## src/rtl/bus_bridge_target.sv

```systemverilog
// Bus-to-UART bridge target: serialises tagged read/write request frames onto a byte
// transmitter and matches tagged read responses, with read timeout, bounded retry and error completion.
module bus_bridge_target #(
    parameter int                    DATA_WIDTH     = 8,
    parameter int                    ADDR_WIDTH     = 12,
    parameter int                    TIMEOUT_CYCLES = 65535,
    parameter int                    MAX_RETRY      = 2,
    parameter logic [DATA_WIDTH-1:0] ERR_DATA       = '1
) (
    input  logic                  clk,
    input  logic                  rstn,
    input  logic                  mem_wen,
    input  logic                  mem_ren,
    input  logic [ADDR_WIDTH-1:0] mem_addr,
    input  logic [DATA_WIDTH-1:0] mem_wdata,
    output logic [DATA_WIDTH-1:0] mem_rdata,
    output logic                  mem_rvalid,
    output logic                  rd_err,
    output logic                  bridge_ready,
    output logic [7:0]            tx_data,
    output logic                  tx_start,
    input  logic                  tx_busy,
    input  logic [7:0]            rx_data,
    input  logic                  rx_valid
);
    localparam int PB  = (ADDR_WIDTH + DATA_WIDTH + 7) / 8;
    localparam int RB  = (DATA_WIDTH + 7) / 8;
    localparam int PW  = PB * 8;
    localparam int RW  = RB * 8;
    localparam int BIW = $clog2(PB + 2);
    localparam int RIW = $clog2(RB + 1);
    localparam int TW  = $clog2(TIMEOUT_CYCLES + 1);

    typedef enum logic [1:0] {IDLE, SEND, GAP, RESP_WAIT} state_t;

    state_t                  state;
    logic [6:0]              tag;
    logic [6:0]              out_tag;
    logic                    mode;
    logic [ADDR_WIDTH-1:0]   addr_q;
    logic [DATA_WIDTH-1:0]   wdata_q;
    logic [BIW-1:0]          byte_idx;
    logic                    guard;
    logic [TW-1:0]           tmo_cnt;
    logic [2:0]              retry_cnt;
    logic [RIW-1:0]          rx_idx;
    logic [6:0]              rx_tag;
    logic [RW-1:0]           rx_buf;

    logic [PW-1:0]           payload;
    logic [7:0]              tx_byte;
    logic [RW-1:0]           rx_asm;
    logic                    resp_done;
    logic                    resp_match;
    logic                    tmo_expire;

    // Request side: mem_wen/mem_ren are accepted only in a cycle with bridge_ready=1 and
    // are ignored otherwise; mem_rvalid is a single-cycle completion with no backpressure.
    assign bridge_ready = (state == IDLE);

    always_comb begin
        payload    = PW'({addr_q, wdata_q});
        tx_byte    = (byte_idx == '0) ? {mode, tag}
                                      : 8'(payload >> (8 * (PB - int'(byte_idx))));
        rx_asm     = (rx_buf << 8) | RW'(rx_data);
        resp_done  = rx_valid && (rx_idx == RIW'(RB));
        resp_match = resp_done && (state == RESP_WAIT) && (rx_tag == out_tag);
        tmo_expire = (tmo_cnt == TW'(TIMEOUT_CYCLES - 1));
    end

    // Response deserializer runs regardless of FSM state so stale frames are consumed whole.
    always_ff @(posedge clk or negedge rstn) begin
        if (!rstn) begin
            rx_idx <= '0;
            rx_tag <= '0;
            rx_buf <= '0;
        end else if (rx_valid) begin
            if (rx_idx == '0) begin
                if (rx_data[7]) begin
                    rx_tag <= rx_data[6:0];
                    rx_buf <= '0;
                    rx_idx <= RIW'(1);
                end
            end else if (resp_done) begin
                rx_idx <= '0;
            end else begin
                rx_buf <= rx_asm;
                rx_idx <= rx_idx + RIW'(1);
            end
        end
    end

    always_ff @(posedge clk or negedge rstn) begin
        if (!rstn) begin
            state      <= IDLE;
            tag        <= '0;
            out_tag    <= '0;
            mode       <= 1'b0;
            addr_q     <= '0;
            wdata_q    <= '0;
            byte_idx   <= '0;
            guard      <= 1'b0;
            tmo_cnt    <= '0;
            retry_cnt  <= '0;
            tx_start   <= 1'b0;
            tx_data    <= '0;
            mem_rdata  <= '0;
            mem_rvalid <= 1'b0;
            rd_err     <= 1'b0;
        end else begin
            tx_start   <= 1'b0;
            mem_rvalid <= 1'b0;
            rd_err     <= 1'b0;
            case (state)
                IDLE: begin
                    if (mem_wen || mem_ren) begin
                        mode     <= mem_wen;
                        addr_q   <= mem_addr;
                        wdata_q  <= mem_wen ? mem_wdata : '0;
                        byte_idx <= '0;
                        if (!mem_wen) retry_cnt <= '0;
                        state    <= SEND;
                    end
                end
                SEND: begin
                    if (!tx_busy) begin
                        tx_start <= 1'b1;
                        tx_data  <= tx_byte;
                        byte_idx <= byte_idx + BIW'(1);
                        guard    <= 1'b1;
                        state    <= GAP;
                        if (byte_idx == '0) begin
                            out_tag <= tag;
                            tag     <= tag + 7'd1;
                        end
                    end
                end
                GAP: begin
                    // The guard cycle covers the one-cycle lag before tx_busy rises.
                    if (guard) begin
                        guard <= 1'b0;
                    end else if (!tx_busy) begin
                        if (byte_idx != BIW'(PB + 1)) begin
                            state <= SEND;
                        end else if (mode) begin
                            state <= IDLE;
                        end else begin
                            tmo_cnt <= '0;
                            state   <= RESP_WAIT;
                        end
                    end
                end
                RESP_WAIT: begin
                    if (resp_match) begin
                        mem_rdata  <= rx_asm[DATA_WIDTH-1:0];
                        mem_rvalid <= 1'b1;
                        state      <= IDLE;
                    end else if (tmo_expire) begin
                        if (retry_cnt < 3'(MAX_RETRY)) begin
                            retry_cnt <= retry_cnt + 3'd1;
                            byte_idx  <= '0;
                            state     <= SEND;
                        end else begin
                            mem_rdata  <= ERR_DATA;
                            mem_rvalid <= 1'b1;
                            rd_err     <= 1'b1;
                            state      <= IDLE;
                        end
                    end else begin
                        tmo_cnt <= tmo_cnt + TW'(1);
                    end
                end
                default: state <= IDLE;
            endcase
        end
    end
endmodule

```

## config.mk

```make
export PLATFORM = sky130hd
export DESIGN_NAME = bus_bridge_target
export DESIGN_NICKNAME = d
export VERILOG_FILES = /design/src/rtl/bus_bridge_target.sv
export SDC_FILE = /design/constraint.sdc
export NUM_CORES = 1
export LEC_CHECK = 0
export BUFFER_PORTS_ARGS = -buffer_cell sky130_fd_sc_hd__buf_2
export CAP_MARGIN = 30
export CORE_MARGIN = 5
export CORE_UTILIZATION = 55
export DETAILED_ROUTE_END_ITERATION = 8
export HOLD_SLACK_MARGIN = 0.06
export PLACE_DENSITY = 0.77
export SYNTH_ARGS = -nofsm -noshare
export SYNTH_HDL_FRONTEND = slang
export SYNTH_SLANG_ARGS = --single-unit
```

## constraint.sdc

```tcl
create_clock -name clk -period 5.4 [get_ports clk]
set_input_delay 0.27 -clock clk [delete_from_list [all_inputs] [get_ports clk]]
set_output_delay 0.27 -clock clk [all_outputs]
set_load 0.03 [all_outputs]
```

==> key figures <==
Timing
  • Final setup fails: 0
  • Unrepaired setup endpoints after global routing: false
  • Fin. Hold Viols: 0
  • Total negative slack: 0 ns
  • Min cycle time layout: 2.470 ns
  • Worst-case clock skew: 0.01038 ns
  • Final-report max-slew violation count: 0
  • Maximum clock frequency: 404.8 MHz
  • Tightest Pin Transition: 0.7487 ns
  • Remaining max-slew budget at the tightest pin: 49.63%
  • Share of the clock period used by the worst path after layout: 45.75%

Synthesis
  • Unique masters post-synth: 51
  • Async set-reset flop share out of synthesis: 100.0%
  • Cell Area, Synth: 4100 um2
  • Number of cells produced by synthesis: 382
  • Average instance area after synthesis: 10.73 um2
  • Register bit count reported by yosys: 87
  • Number of enable flip-flop cells after synthesis: 0
  • YS warnings: 0
  • Number of nets produced by synthesis: 422
  • Sequential-to-total area share from yosys stat: 53.10%
  • Synth Flop Type: sky130_fd_sc_hd__dfrtp_1

Global routing
  • Maximum number of pins on one net before global-route repair: 62
  • Number of global-route vias before repair: 3090
  • Grt total ovfl: 0
  • Gr usage total: 20.34%
  • First-pass GRT wire length: 14650 um
  • Number of antenna violations at the first check in global routing: 0

Route
  • Final wirelength: 8655 um
  • DRT Pass-1 Iters: 4
  • DRC viols: 0
  • Number of DRC violations after detailed-routing iteration 0: 143
  • WL/cell: 16.06 um
  • Antenna violation net count after detailed routing: 0
  • Via count normalized by instance count: 5.692
  • Vias post-DR: 3068

Clock network
  • Clk Latency, worst-skew pair: 0.36 ns
  • Resized Gates After CTS: 0
  • Clock H-tree levels: 3
  • CTS tree: done
  • Sink count of the clock tree: 87
  • Clock slew at reported path FFs: 0.09 ns
  • Count of buffers added by post-CTS timing repair for setup: 0
  • Clk root buf: sky130_fd_sc_hd__clkbuf_8
  • Clock buffer count from CTS: 9
  • Deepest clock path buffer count: 2

Setup path
  • Category of the most critical setup path: flop to flop
  • Launching element of the worst setup path: byte_idx[0]
  • Category of the worst setup path launch point: flop
  • Logic depth of the worst setup path including buffers: 6
  • Critical path buffer and inverter count: 1
  • Highest fanout seen on the critical path: 14
  • Required time of the critical path: 5.64 ns
  • R2R Setup Slk: 2.93 ns
  • Reg2Reg Launch Point: byte_idx[0]
  • Arrival time of data at the critical path endpoint: 2.72 ns
  • R2R depth: 6
  • Crit path max-delay family: simple AND/OR/NAND/NOR gates
  • Cell breakdown of the critical path: inv_1 -> ha_1 -> nand3b_1 -> or4_1 -> a21oi_1 -> o22ai_1
  • Critical path's largest stage delay: 0.75 ns
  • Sort of element at the end of the critical path: flop
  • RR Endpoint: tmo_cnt[1]
  • Crit path max-delay cell type: sky130_fd_sc_hd__or4_1
  • Last element of the critical path: tmo_cnt[1]

Floorplan
  • Core box area: 7253 um2
  • Chip height: 96.34 um
  • Initial standard-cell utilization of the core: 56.53%
  • Overall die width: 96.34 um
  • Floorplan die area: 9281 um2
  • Number of standard-cell rows in the floorplan: 31
  • Number of I/O pins: 54

Finish
  • Layout cell share with drive strength beyond 1: 23.64%
  • Final net count: 475
  • Filler cells: 604
  • Antenna fix cells: 0
  • Final cell count without fillers: 539
  • Area growth from synthesis to layout: 13.88%

Placed design
  • Post-placement cell count: 521
  • Count of port buffers added during placement: 53
  • Post-detail-place hpwl: 6230 um
  • Gpl congestion: 0.8278

Run status
  • Result of the run: finished clean

Flow run
  • Maximum Capacitance Violations: 0

Power and ir drop
  • Maximum resistive drop on vdd: 0.0003450 V
  • Cell area power density: 496.0 nW/um2
  • P_leak: 2.182 nW

Min path
  • Path category of the worst min-delay check: input port to flop
[cell usage after synthesis, drive strengths merged, types with 3 or more instances]
master	instances	area, um2
mux2	24	270.3
nand3	10	55.05
nand4	6	37.54
o22ai	3	18.77
o31ai	7	52.55
ha	6	75.07
a22o	14	122.6
o2bb2ai	4	35.03
clkbuf	9	33.78
nand2b	8	50.05
a22oi	4	30.03
o21ai	12	60.05
nor4	9	71.32
buf	6	35.03
xor2	9	78.83
a21oi	18	90.09
or4	9	71.32
and2	5	31.28
nor3	12	60.06
dfrtp	87	2177
nand2	41	156.4
xnor2	4	35.03
a221oi	4	35.03
mux2i	7	70.07
nor2	26	105.1
inv	15	56.30
[metal layers]
layer | share of wire [%] | vias up | track usage, %
met5 | 0 | - | 0
met2 | 47 | 65 | 31.51
li1 | - | 1500 | -
met1 | 47 | 1489 | 28.13
met4 | 1.9 | 0 | 8.528
met3 | 4.2 | 14 | 3.753
[through the flow]
stage | instance area, um2 | power, mW | hold slack (ns) | util (%) | worst slack, ns
2_1_floorplan | 4100 | 1.667 | -0.02559 | - | 3.313
3_3_place_gp | 4434 | 1.849 | 0.4589 | 61.14 | 3.052
3_5_place_dp | 4462 | 1.892 | 0.2116 | 61.51 | 2.949
4_1_cts | 4654 | 2.312 | 0.1219 | 64.17 | 2.960
5_1_grt | 4669 | 2.472 | 0.1179 | 64.38 | 2.604
6_report | 4669 | 2.316 | 0.1224 | 64.38 | 2.930
[state kept, by name (all words and copies together) (netlist names), 7 cells and up]
register and flops:
addr_q 12, mem_rdata 8, out_tag 7, rx_tag 7, tag 7, tmo_cnt 16, tx_data 8, wdata_q 8
[power by group]
group	switching [mW]	leakage (nW)	internal, mW
clock network	0.246	0.0849	0.181
logic	0.447	0.998	0.355
registers	0.208	1.10	0.879
total	0.901	2.18	1.42
[final cells by class]
class	instances	area (um2)	area share (%)
Sequential cell	87	2177	46.62
Multi-Input combinational cell	265	1802	38.59
Timing Repair Buffer	57	327.8	7.020
Clock buffer	10	137.6	2.947
Tap cell	99	123.9	2.653
Inverter	15	56.30	1.206
Clock inverter	6	45.04	0.9646
[worst reg2reg max path: stages (launching register included)]
cell                       delay (ns)
sky130_fd_sc_hd__dfrtp_1         0.52
sky130_fd_sc_hd__inv_1           0.11
sky130_fd_sc_hd__ha_1            0.41
sky130_fd_sc_hd__nand3b_1        0.19
sky130_fd_sc_hd__or4_1           0.75
sky130_fd_sc_hd__a21oi_1         0.27
sky130_fd_sc_hd__o22ai_1         0.11
[cells in the final DEF, fill, tap and decap left out, types with 4 or more instances in the layout]
| cell | Yosys | layout |
|---|---|---|
| sky130_fd_sc_hd__buf_2 | 4 | 52 |
| sky130_fd_sc_hd__or4_1 | 8 | 8 |
| sky130_fd_sc_hd__nand4_1 | 6 | 6 |
| sky130_fd_sc_hd__nor4_1 | 8 | 8 |
| sky130_fd_sc_hd__a22o_1 | 14 | 14 |
| sky130_fd_sc_hd__o31ai_1 | 7 | 7 |
| sky130_fd_sc_hd__and2_1 | 5 | 5 |
| sky130_fd_sc_hd__inv_1 | 15 | 15 |
| sky130_fd_sc_hd__a221oi_1 | 4 | 4 |
| sky130_fd_sc_hd__ha_1 | 6 | 6 |
| sky130_fd_sc_hd__clkbuf_8 | 0 | 10 |
| sky130_fd_sc_hd__o21ai_0 | 9 | 9 |
| sky130_fd_sc_hd__dfrtp_1 | 87 | 87 |
| sky130_fd_sc_hd__a22oi_1 | 4 | 4 |
| sky130_fd_sc_hd__nor2_1 | 25 | 25 |
| sky130_fd_sc_hd__nand2_1 | 40 | 40 |
| sky130_fd_sc_hd__nand3_1 | 9 | 9 |
| sky130_fd_sc_hd__a21oi_1 | 18 | 18 |
| sky130_fd_sc_hd__mux2_2 | 24 | 24 |
| sky130_fd_sc_hd__o2bb2ai_1 | 4 | 4 |
| sky130_fd_sc_hd__xnor2_1 | 4 | 4 |
| sky130_fd_sc_hd__nand2b_1 | 8 | 8 |
| sky130_fd_sc_hd__mux2i_1 | 7 | 7 |
| sky130_fd_sc_hd__nor3_1 | 12 | 12 |
| sky130_fd_sc_hd__xor2_1 | 9 | 9 |
[worst min path at each step]
stage / to / cells past startpoint / slack (ns) / from
after floorplan: addr_q[0] / 0 / -0.03 / rstn
after global placement: tag[6] / 1 / 0.46 / tag[6]
after CTS: wdata_q[7] / 2 / 0.12 / mem_wdata[7]
final: wdata_q[7] / 2 / 0.12 / mem_wdata[7]
after detailed placement: tmo_cnt[10] / 1 / 0.21 / rstn
after global routing: wdata_q[4] / 2 / 0.12 / mem_wdata[4]
[cell families after synthesis]
kind of cell	share of synthesized area (%)
AO/OA/AOI/OAI	13.64
XOR/XNOR	2.777
adder cells (fa/ha/maj)	1.831
buffers and inverters	3.051
flip-flops	53.10
multiplexers	8.300
AND/OR/NAND/NOR	17.30
[repair_timing]
item | in CTS | in global routing
endpoints found under the setup margin | 0 | 0
hold buffers | 1 | 0
hold endpoints to repair | 26 | 0
Note: power is estimated with default switching activity, not from simulation.
